==> src/rtl/line_xfer_pkg.sv <==
// Shared definitions for the line transfer engine: FSM states, beat sizing and
// the read-return tag that travels through the latency pipe.
package line_xfer_pkg;

    localparam int LINE_WORDS = 8;
    localparam int BEAT_W     = 3;
    localparam int WORD_W     = 32;
    localparam int LINE_W     = LINE_WORDS * WORD_W;
    localparam int RD_LAT_MIN = 1;
    localparam int RD_LAT_MAX = 4;

    localparam logic [BEAT_W-1:0] LAST_BEAT = BEAT_W'(LINE_WORDS - 1);

    typedef enum logic [2:0] {
        ST_IDLE,
        ST_WB,
        ST_RD,
        ST_DRAIN,
        ST_DONE
    } state_e;

    typedef struct packed {
        logic              valid;
        logic [BEAT_W-1:0] beat;
    } ret_tag_t;

endpackage

==> src/rtl/line_xfer_rd_lat_pipe.sv <==
// Delay line that carries {valid, beat} alongside each mm read so the return
// data lands in the right word of the fill line RD_LAT cycles later.
module rd_lat_pipe
    import line_xfer_pkg::*;
#(
    parameter int RD_LAT = 1
) (
    input  logic     clk,
    input  logic     reset,
    input  ret_tag_t tag_i,
    output ret_tag_t tag_o
);

    ret_tag_t stage_q [RD_LAT];

    // Clearing every stage drops in-flight returns when a transfer is aborted.
    always_ff @(posedge clk) begin
        if (reset) begin
            for (int i = 0; i < RD_LAT; i++) begin
                stage_q[i] <= '0;
            end
        end else begin
            stage_q[0] <= tag_i;
            for (int i = 1; i < RD_LAT; i++) begin
                stage_q[i] <= stage_q[i-1];
            end
        end
    end

    assign tag_o = stage_q[RD_LAT-1];

endmodule

==> src/rtl/line_xfer.sv <==
// Line transfer engine: serialises a dirty victim into 8 mm writes and gathers
// 8 mm reads into a refill line; writeback always precedes the fill.
module line_xfer
    import line_xfer_pkg::*;
#(
    parameter int LINE_AW = 27,
    parameter int WORDS   = 8,
    parameter int RD_LAT  = 1
) (
    input  logic                 clk,
    input  logic                 reset,
    input  logic                 req_valid,
    output logic                 req_ready,
    input  logic                 req_wb,
    input  logic                 req_fill,
    input  logic [LINE_AW-1:0]   wb_addr,
    input  logic [LINE_AW-1:0]   fill_addr,
    input  logic [LINE_W-1:0]    wb_line,
    output logic [LINE_AW+2:0]   mm_addr,
    output logic                 mm_wr,
    output logic                 mm_rd,
    output logic [WORD_W-1:0]    mm_wdata,
    input  logic [WORD_W-1:0]    mm_rdata,
    output logic [LINE_W-1:0]    fill_line,
    output logic                 done
);

    if (WORDS != LINE_WORDS || RD_LAT < RD_LAT_MIN || RD_LAT > RD_LAT_MAX) begin : g_bad_cfg
        $error("line_xfer: unsupported WORDS or RD_LAT");
    end

    state_e              state_q, state_d;
    logic [BEAT_W-1:0]   beat_q, beat_d;
    logic                fill_q;
    logic [LINE_AW-1:0]  wb_addr_q, fill_addr_q;
    logic [LINE_W-1:0]   wb_line_q;
    logic [LINE_W-1:0]   fill_line_q;
    logic                accept;
    ret_tag_t            issue_tag, ret_tag;

    assign accept = (state_q == ST_IDLE) && req_valid;

    // NOTE: sequential state uses non-blocking assignments so every flop sees pre-edge values.
    always_ff @(posedge clk) begin
        if (reset) begin
            state_q <= ST_IDLE;
            beat_q  <= '0;
        end else begin
            state_q <= state_d;
            beat_q  <= beat_d;
        end
    end

    // NOTE: the request payload has no reset; it is only read after an accept has loaded it.
    always_ff @(posedge clk) begin
        if (accept) begin
            fill_q      <= req_fill;
            wb_addr_q   <= wb_addr;
            fill_addr_q <= fill_addr;
            wb_line_q   <= wb_line;
        end
    end

    // NOTE: defaults at the top of the block keep it free of inferred latches.
    always_comb begin
        state_d = state_q;
        beat_d  = beat_q;
        unique case (state_q)
            ST_IDLE: begin
                beat_d = '0;
                if (req_valid) begin
                    if (req_wb)        state_d = ST_WB;
                    else if (req_fill) state_d = ST_RD;
                    else               state_d = ST_DONE;
                end
            end
            ST_WB: begin
                beat_d = beat_q + 1'b1;
                if (beat_q == LAST_BEAT) state_d = fill_q ? ST_RD : ST_DONE;
            end
            ST_RD: begin
                beat_d = beat_q + 1'b1;
                if (beat_q == LAST_BEAT) state_d = ST_DRAIN;
            end
            ST_DRAIN: begin
                // Returns arrive in issue order, so the last beat's return ends the fill.
                if (ret_tag.valid && ret_tag.beat == LAST_BEAT) state_d = ST_DONE;
            end
            ST_DONE:  state_d = ST_IDLE;
            default:  state_d = ST_IDLE;
        endcase
    end

    assign req_ready = (state_q == ST_IDLE);
    assign mm_wr     = (state_q == ST_WB);
    assign mm_rd     = (state_q == ST_RD);
    assign done      = (state_q == ST_DONE);

    always_comb begin
        mm_addr  = '0;
        mm_wdata = '0;
        if (state_q == ST_WB) begin
            mm_addr  = {wb_addr_q, beat_q};
            mm_wdata = wb_line_q[{beat_q, 5'b0} +: WORD_W];
        end else if (state_q == ST_RD) begin
            mm_addr  = {fill_addr_q, beat_q};
        end
    end

    assign issue_tag.valid = mm_rd;
    assign issue_tag.beat  = beat_q;

    rd_lat_pipe #(
        .RD_LAT (RD_LAT)
    ) u_rd_lat_pipe (
        .clk   (clk),
        .reset (reset),
        .tag_i (issue_tag),
        .tag_o (ret_tag)
    );

    always_ff @(posedge clk) begin
        if (reset) begin
            fill_line_q <= '0;
        end else if (ret_tag.valid) begin
            fill_line_q[{ret_tag.beat, 5'b0} +: WORD_W] <= mm_rdata;
        end
    end

    assign fill_line = fill_line_q;

endmodule

==> config.mk <==
export PLATFORM = sky130hd
export DESIGN_NAME = line_xfer
export DESIGN_NICKNAME = d
export VERILOG_FILES = /design/src/rtl/line_xfer_pkg.sv /design/src/rtl/line_xfer_rd_lat_pipe.sv /design/src/rtl/line_xfer.sv
export SDC_FILE = /design/constraint.sdc
export NUM_CORES = 1
export LEC_CHECK = 0
export CORE_AREA = 8 8 256 258
export DETAILED_ROUTE_END_ITERATION = 6
export DIE_AREA = 0 0 264 266
export DONT_BUFFER_PORTS = 1
export SETUP_SLACK_MARGIN = 0.15
export SLEW_MARGIN = 20
export SYNTH_ARGS = -nofsm -noshare
export SYNTH_HDL_FRONTEND = slang
export SYNTH_SLANG_ARGS = --single-unit
==> constraint.sdc <==
create_clock -name clk -period 26.4 [get_ports clk]
set_clock_uncertainty 0.15 [all_clocks]
set_input_delay 2.64 -clock clk [delete_from_list [all_inputs] [get_ports clk]]
set_output_delay 2.64 -clock clk [all_outputs]
set_load 0.01 [all_outputs]
* Word-level counts from Yosys, hierarchy flattened *
Memory sizes are Yosys's and may differ from the RTL's.
Index checks and enable logic that the tools add are counted.

word-level totals
  register bits after elaboration = 573
  bits in writable memories = 4
  bits of input ports = 347
  output and inout bits = 322
  memories kept = 1

memory list
  memory                 words  width  read ports  clocked after memory_dff  write ports  line                         RTL
  u_rd_lat_pipe.stage_q  1      4      1           0                         1            line_xfer_rd_lat_pipe.sv:14  ret_tag_t stage_q [RD_LAT];

cells by class
  $add $sub $neg = 2
  equality and inequality tests = 10
  shift-type cells = 3
  multiplexer cells = 18
  reductions and logical operators = 7

operator list
  cell                                                      number
  bitwise mux 256 bit                                       1
  variable shift 32 x 10 -> 256 bit (first input constant)  1
  variable part select 256 x 9 -> 32 bit                    1
  variable part select 32 x 10 -> 256 bit                   1
  2-to-1 mux 30 bit                                         2
  2-to-1 mux 32 bit                                         1
  2-to-1 mux 3 bit                                          7
  case mux 3 bit (4 select lines)                           1
  negation 8 -> 10 bit                                      1
  == test 3 bit (second input constant)                     3
  == test 3 x 2 -> 1 bit (second input constant)            2
  case mux 3 bit (2 select lines)                           1
  2-to-1 mux 1 bit                                          4
  2-to-1 mux 4 bit                                          1
  inequality test 2 x 1 -> 1 bit (second input constant)    2
  inequality test 2 bit (second input constant)             2
  AND reduction 4 bit                                       1
  OR reduction 4 bit                                        1
  adder 3 x 1 -> 3 bit (second input constant)              1
  == test 3 x 1 -> 1 bit (second input constant)            1
  logical NOT 3 bit                                         1
  logical AND 1 bit                                         2
  nonzero test 2 bit                                        1
  OR reduction 2 bit                                        1

* Longest topological paths before layout *
Gate-level depths: netlist of run 1.

  depth in word-level cells = 4
  mapped depth = 11

* Cells and area by module *
From an unflattened synthesis of run 1, not the netlist that was laid out.

unflattened totals
  cell total of the unflattened synthesis = 1883
  area, all modules = 22750.6 µm²

modules (own cells, without submodules)
  module       instances  cells each  area an instance (µm²)  sequential area each (µm²)
  line_xfer    1          1875        22645.5                 14584.0
  rd_lat_pipe  1          8           105.1                   80.1

* Least setup slack after synthesis of run 1 *
OpenSTA, ideal clock, no wires.

  path kind = input to register
  from = input port req_valid
  to = register fill_addr_q[0] (enable)
  arrival time = 23.616 ns
  data required time = 24.886 ns
  setup slack = 1.269 ns
  stages = 2
  path buffers = 0
  path through = nand2b_1 nor3_1

between the ends
  cells in the longest elaborated chain, start to end = 1

ends and longest elaborated chain
  what                    line             RTL
  start: declaration      line_xfer.sv:12  input logic req_valid,
  logical AND 1 bit       line_xfer.sv:41  assign accept = (state_q == ST_IDLE) && req_valid;
  via accept              line_xfer.sv:38  logic accept;
  end signal: assignment  line_xfer.sv:59  fill_addr_q <= fill_addr;
  end: declaration        line_xfer.sv:35  logic [LINE_AW-1:0] wb_addr_q, fill_addr_q;

The timed path passes the listed nets, and every way through them passes these cells.
A chain may end at the register's enable or synchronous reset.

* Worst setup path after layout of run 1 *
  from = register beat_q[1]
  to = output port mm_wdata[18]

between the ends
  cells in the longest elaborated chain, start to end = 2

ends and longest elaborated chain
  what                                    line              RTL
  start: declaration                      line_xfer.sv:33   logic [BEAT_W-1:0] beat_q, beat_d;
  start signal: assignment                line_xfer.sv:50   beat_q <= beat_d;
  variable part select 256 x 9 -> 32 bit  line_xfer.sv:104  mm_wdata = wb_line_q[{beat_q, 5'b0} +: WORD_W];
  2-to-1 mux 32 bit                       line_xfer.sv:102  if (state_q == ST_WB) begin
  end: declaration                        line_xfer.sv:22   output logic [WORD_W-1:0] mm_wdata,

Every way passes these cells.

==> reports/metrics.cfg, run 1 <==
[run_status]
status = finished clean

[clocking]
cts_resized = 0
clock_sinks = 577
cts_buffer_depth = 3
cts_tree = built
clkSlewWorstSetupHoldPaths_ps = 60
ctsHoldBuffers = 0
htreeDepth = 2
cts_setup_buffers = 0
cts_root_buf = clkbuf_16
numCtsBuffers = 61
clock_latency_ps = 620

[drt]
drt-pass1-iter-count = 6
route.antenna.remaining_nets = 0
first_iter_violations = 1563
vias = 15500
drc_errors = 0
wl_mm = 77.7
vias_per_cell = 5.86
wire_per_inst_um = 29.3

[floorplanning]
chipWidth_um = 264
core_mm2 = 0.0613
die_y_um = 266
ioPinCount = 669
rows = 91
die-area_mm2 = 0.0702
initial_utilization_pct = 37.3

[grt]
grt_pass1_vias = 15100
grt_pass1_wl_mm = 109
grt_max_degree = 303
grt-ovfl-total = 0
antenna_found_initial = 33
grt.total_usage_pct = 20.7

[sta]
fin_setup_tns_ps = 0
fin_hold_ws_ps = 375
tightestPinTransition_ps = 1100
fin_crit_ps = 6540
setup_viol = 0
final_hold_viol_count = 0
relSlewSlack_pct = 26.6
clock.fmax_mhz = 153
rsz0062_at_grt = false
maxSlewViolCount = 0
post-route-period-util_pct = 24.8

[power]
total_power_uw = 2070
p_leak_uw = 0.00827
vdd.ir_drop.worst_v = 0.0000651
power.density_mw_per_mm2 = 80.8

[synth]
yosysWarnings = 0
ys.flop_type = edfxtp_1
syn-num-nets = 2242
syn_inst = 1889
avgSynthCellArea_um2 = 12.1
ys_seq_area_share_pct = 64.1
async_flop_share_pct = 0
ys_types = 44
ys_ff_latch = 577
synth_edf_count = 311
synth_area_mm2 = 0.0229

[worst_setup_path]
cp.required_ps = 23610
path_class = reg2out
r2r_start = u_rd_lat_pipe.stage_q[0][0]$_SDFF_PP0_
startpoint = beat_q[1]$_SDFFE_PP0P_
arrival_ps = 3750
end_kind = primary output
startpoint_type = flop
r2r_cells = 8
cp_max_fo = 68

[placement]
place.gp.congestion = 0.825
detailed_place_hpwl_mm = 54.2
placed_cell_area_mm2 = 0.0234
portBuffers = 0

[layout]
syn_to_final_growth_pct = 12.1
fin_util_pct = 41.9
drive_above_1_share_pct = 13.4
post-route-cell-area_mm2 = 0.0256
final_nets = 2146

[min_path]
holdCritPathClass = reg2reg
worstHoldStart = fill_line[167]$_SDFFE_PP0P_
holdPathStages = 2

[flow_run]
drv_cap = 0

==> registers in the layout, indices dropped and copies added (netlist names) <==
register and count:
state_q 3, wb_line_q 256, u_rd_lat_pipe.stage_q 4, wb_addr_q 27, fill_q 1, beat_q 3
fill_addr_q 27, fill_line 256
==> where the power goes <==
group	internal [uW]	switching, uW	total (uW)
Sequential	1010	18.7	1030
Combinational	36.9	79.6	117
Clock	566	362	928
==> worst paths after layout <==
path / to / slack, ps
setup / recovery: mm_wdata[18] / 19860
setup reg to reg: fill_line[156]$_SDFFE_PP0P_ / 22590
hold / removal: fill_line[167]$_SDFFE_PP0P_ / 370
hold reg to reg: fill_line[167]$_SDFFE_PP0P_ / 370
==> cell families after synthesis <==
family	count (synthesis)	share of synthesized area, %
mux	161	7.58
buf+inv	187	3.32
flops	577	64.1
compound gates	520	12.8
fa+ha+maj	6	0.328
simple gates	438	11.9
==> stage by stage <==
| step | setup slack, ps | std cells |
|---|---|---|
| CTS | 19770 | 2633 |
| finish | 19860 | 2649 |
| floorplan | 1270 | 1889 |
| global placement | 20570 | 2518 |
| global route | 19680 | 2641 |
| detailed placement | 20470 | 2519 |
==> synthesized netlist by cell type, types with 32 or more instances <==
master	n	area (um^2)
nand4_1	33	206
o22ai_1	32	200
edfxtp_1	311	9340
dfxtp_1	266	5330
nand2b_1	102	638
a21oi_1	195	976
a211oi_1	32	240
nand3_1	133	666
o31ai_1	32	240
o21ai_0	195	976
clkbuf_1	150	563
mux2_2	97	1090
mux2i_1	64	641
nor3_1	35	175
nor2b_1	42	263
==> per-layer routing <==
metal,GRT usage (%),vias up,wire [um]
li1,-,6898,-
met1,22.2,7584,27000
met2,35.9,859,38700
met3,8.80,172,8820
met4,8.07,20,3180
met5,0,-,128
==> cells in the final DEF (no fill, tap or decap), types with 7 or more instances in the layout <==
| cell | Yosys | final |
|---|---|---|
| edfxtp_1 | 311 | 311 |
| dfxtp_1 | 266 | 265 |
| o21ai_0 | 195 | 195 |
| a21oi_1 | 195 | 195 |
| nand3_1 | 133 | 133 |
| nand2b_1 | 102 | 101 |
| mux2_2 | 97 | 97 |
| mux2i_1 | 64 | 64 |
| clkbuf_16 | 0 | 61 |
| nor2b_1 | 42 | 41 |
| nor3_1 | 35 | 34 |
| nand4_1 | 33 | 33 |
| a211oi_1 | 32 | 32 |
| o22ai_1 | 32 | 32 |
| o31ai_1 | 32 | 32 |
| nand4b_1 | 28 | 28 |
| and3b_1 | 29 | 28 |
| a22o_1 | 27 | 27 |
| buf_4 | 4 | 22 |
| diode_2 | 0 | 15 |
| bufinv_16 | 0 | 13 |
| clkinv_2 | 0 | 12 |
| clkbuf_1 | 150 | 9 |
| clkinv_1 | 0 | 7 |
==> worst max-delay path, cell delays in order, from the launching register on <==
cell and delay (ps):
dfxtp_4 600, buf_4 710, buf_4 760, mux2_2 290, o22ai_1 70, nor3_1 640
==> area by class of cell <==
type | instances | area [um^2]
Fill cell | 5639 | 35600
Sequential cell | 577 | 14700
Multi-Input combinational cell | 1125 | 7520
Clock buffer | 74 | 1620
Tap cell | 790 | 988
Clock inverter | 40 | 592
Timing Repair Buffer | 25 | 211
Antenna cell | 15 | 37.5
Inverter | 3 | 11.3
Power figures use the tool's default switching activity.
==> inputs of run 2 (changes only) <==
==> constraint.sdc (replaced) <==
create_clock -name clk -period 5.5 [get_ports clk]
set_clock_uncertainty 0.15 [all_clocks]
set_input_delay 0.55 -clock clk [delete_from_list [all_inputs] [get_ports clk]]
set_output_delay 0.55 -clock clk [all_outputs]
set_load 0.01 [all_outputs]
==> reports/metrics.cfg, run 2 (synthesized netlist as in run 1, its figures left out) <==
[worst_setup_path]
cp.required_ps = 4800  ; -18,810 ps
arrival_ps = 3220  ; -530 ps
r2r_start = u_rd_lat_pipe.stage_q[0][0]$_SDFF_PP0_
reg2reg_to = fill_line[9]$_SDFFE_PP0P_
startpoint = beat_q[1]$_SDFFE_PP0P_
r2r_cells = 9  ; +1
worstSetupEndpoint = mm_wdata[0]
end_kind = primary output
r2r_setup_slack_ps = 2130  ; -20,460 ps
path_class = reg2out
cp_max_fo = 91  ; +34%
startpoint_type = flop

[grt]
antenna_found_initial = 33  ; unchanged
grt_pass1_vias = 17400  ; +15%
grt_max_degree = 294  ; -3.0%
grt-ovfl-total = 0  ; unchanged
grt.total_usage_pct = 23.4  ; +2.7 points
grt_pass1_wl_mm = 124  ; +13%

[clocking]
cts_root_buf = clkbuf_16
cts_setup_buffers = 0  ; unchanged
cts_buffer_depth = 3  ; unchanged
clock_sinks = 577  ; unchanged
numCtsBuffers = 59  ; -3.3%
ctsHoldBuffers = 346  ; +346
cts_tree = built
clkSlewWorstSetupHoldPaths_ps = 60  ; about the same
htreeDepth = 2  ; unchanged
clock_latency_ps = 620  ; about the same
cts_resized = 0  ; unchanged

[flow_run]
drv_cap = 0  ; unchanged

[sta]
relSlewSlack_pct = 11.8  ; -15 points
clock.fmax_mhz = 255
rsz0062_at_grt = false
setup_viol = 0  ; unchanged
final_hold_viol_count = 0  ; unchanged
maxSlewViolCount = 0  ; unchanged
tightestPinTransition_ps = 1320  ; +222 ps
post-route-period-util_pct = 71.2
fin_crit_ps = 3920

[drt]
wl_mm = 87.2  ; +12%
vias = 17500  ; +13%
vias_per_cell = 5.81  ; -0.94%
drt-pass1-iter-count = 5  ; -1
drc_errors = 0  ; unchanged
wire_per_inst_um = 28.9  ; -1.5%
route.antenna.remaining_nets = 0  ; unchanged
first_iter_violations = 1816  ; +16%

[layout]
syn_to_final_growth_pct = 26.9
final_cell_mix = dlygate4sd3_1 (345), edfxtp_1 (311), dfxtp_1 (264)
layout_commonest_cell = dlygate4sd3_1
final_nets = 2491  ; +16%
drive_above_1_share_pct = 11.1  ; -2.3 points
stdcell_count = 3016  ; +14%
post-route-cell-area_mm2 = 0.0290  ; +13%
fillers = 5230  ; -7.3%

[min_path]
worstHoldStart = mm_rdata[29]
holdCritPathClass = in2reg

[power]
power.density_mw_per_mm2 = 343  ; +330%
vdd.ir_drop.worst_v = 0.000244  ; +270%
p_leak_uw = 0.00963  ; +17%

[placement]
portBuffers = 0  ; unchanged
placed_cell_area_mm2 = 0.0234  ; +0.17%
place.gp.congestion = 0.818  ; -0.93%
detailed_place_hpwl_mm = 53.3  ; -1.6%
place_inst = 2521  ; +0.079%

[floorplanning]
ioPinCount = 669  ; unchanged
initial_utilization_pct = 37.3  ; unchanged
chipWidth_um = 264  ; unchanged
core_mm2 = 0.0613  ; unchanged
die_y_um = 266  ; unchanged
rows = 91  ; unchanged
die-area_mm2 = 0.0702  ; unchanged

[run_status]
status = finished clean

run 2: cell count changes in the layout (fill, tap and decap cells not counted), sizes merged:
cell,change
buf,+2
bufinv,-6
clkbuf,+3
clkinv,-3
clkinvlp,+1
diode,+25
dlygate4sd3,+345
run 2: how the worst min path moves through the flow:
stage	to	slack, ps	depth (start not counted)
after floorplan	fill_line[129]$_SDFFE_PP0P_	340	2
after global placement	fill_line[235]$_SDFFE_PP0P_	360	2
after detailed placement	fill_line[215]$_SDFFE_PP0P_	360	2
after CTS	fill_line[206]$_SDFFE_PP0P_	7	2
after global routing	fill_line[195]$_SDFFE_PP0P_	20	2
final	fill_line[221]$_SDFFE_PP0P_	50	2
run 2: power breakdown:
group | switching, uW | internal [uW]
registers | 97.3 | 4830
logic | 534 | 350
clock network | 1730 | 2420
run 2: final cells by class:
class	instances	area, um^2	share of cell area, %
diodes	40	100	0.345
clock buffers	77	1630	5.61
clock inverters	32	378	1.30
inverters	3	11.3	0.0388
multi-input cells	1125	7530	26.0
flip-flops and latches	577	14700	50.6
well taps	790	988	3.41
repair buffers	372	3710	12.8
run 2: worst max-delay path: stages (launching register included):
cell and delay (ps):
dfxtp_4 950, buf_12 380, mux2_2 290, o22ai_1 80, nor3_1 690
run 2: metal layers:
metal	share of wire, %	track usage, %	wire, um	vias up
met1	34	24.0	29300	8652
met3	9.8	8.18	8570	206
met4	4.3	10.8	3750	4
li1	-	-	-	7634
met2	52	42.5	45500	1022
met5	0.032	0	28	-
run 2: stage by stage:
| step | power [uW] | setup slack (ps) | hold slack, ps | utilization (%) | setup TNS, ps |
|---|---|---|---|---|---|
| 2_1_floorplan | 5480 | -3070 | 339 | - | -954900 |
| 3_3_place_gp | 5560 | 2090 | 357 | 38.2 | 0 |
| 3_5_place_dp | 5580 | 1950 | 364 | 38.2 | 0 |
| 4_1_cts | 9970 | 1510 | 6.65 | 47.2 | 0 |
| 5_1_grt | 10300 | 1470 | 18.3 | 47.3 | 0 |
| 6_report | 9960 | 1580 | 50.1 | 47.4 | 0 |
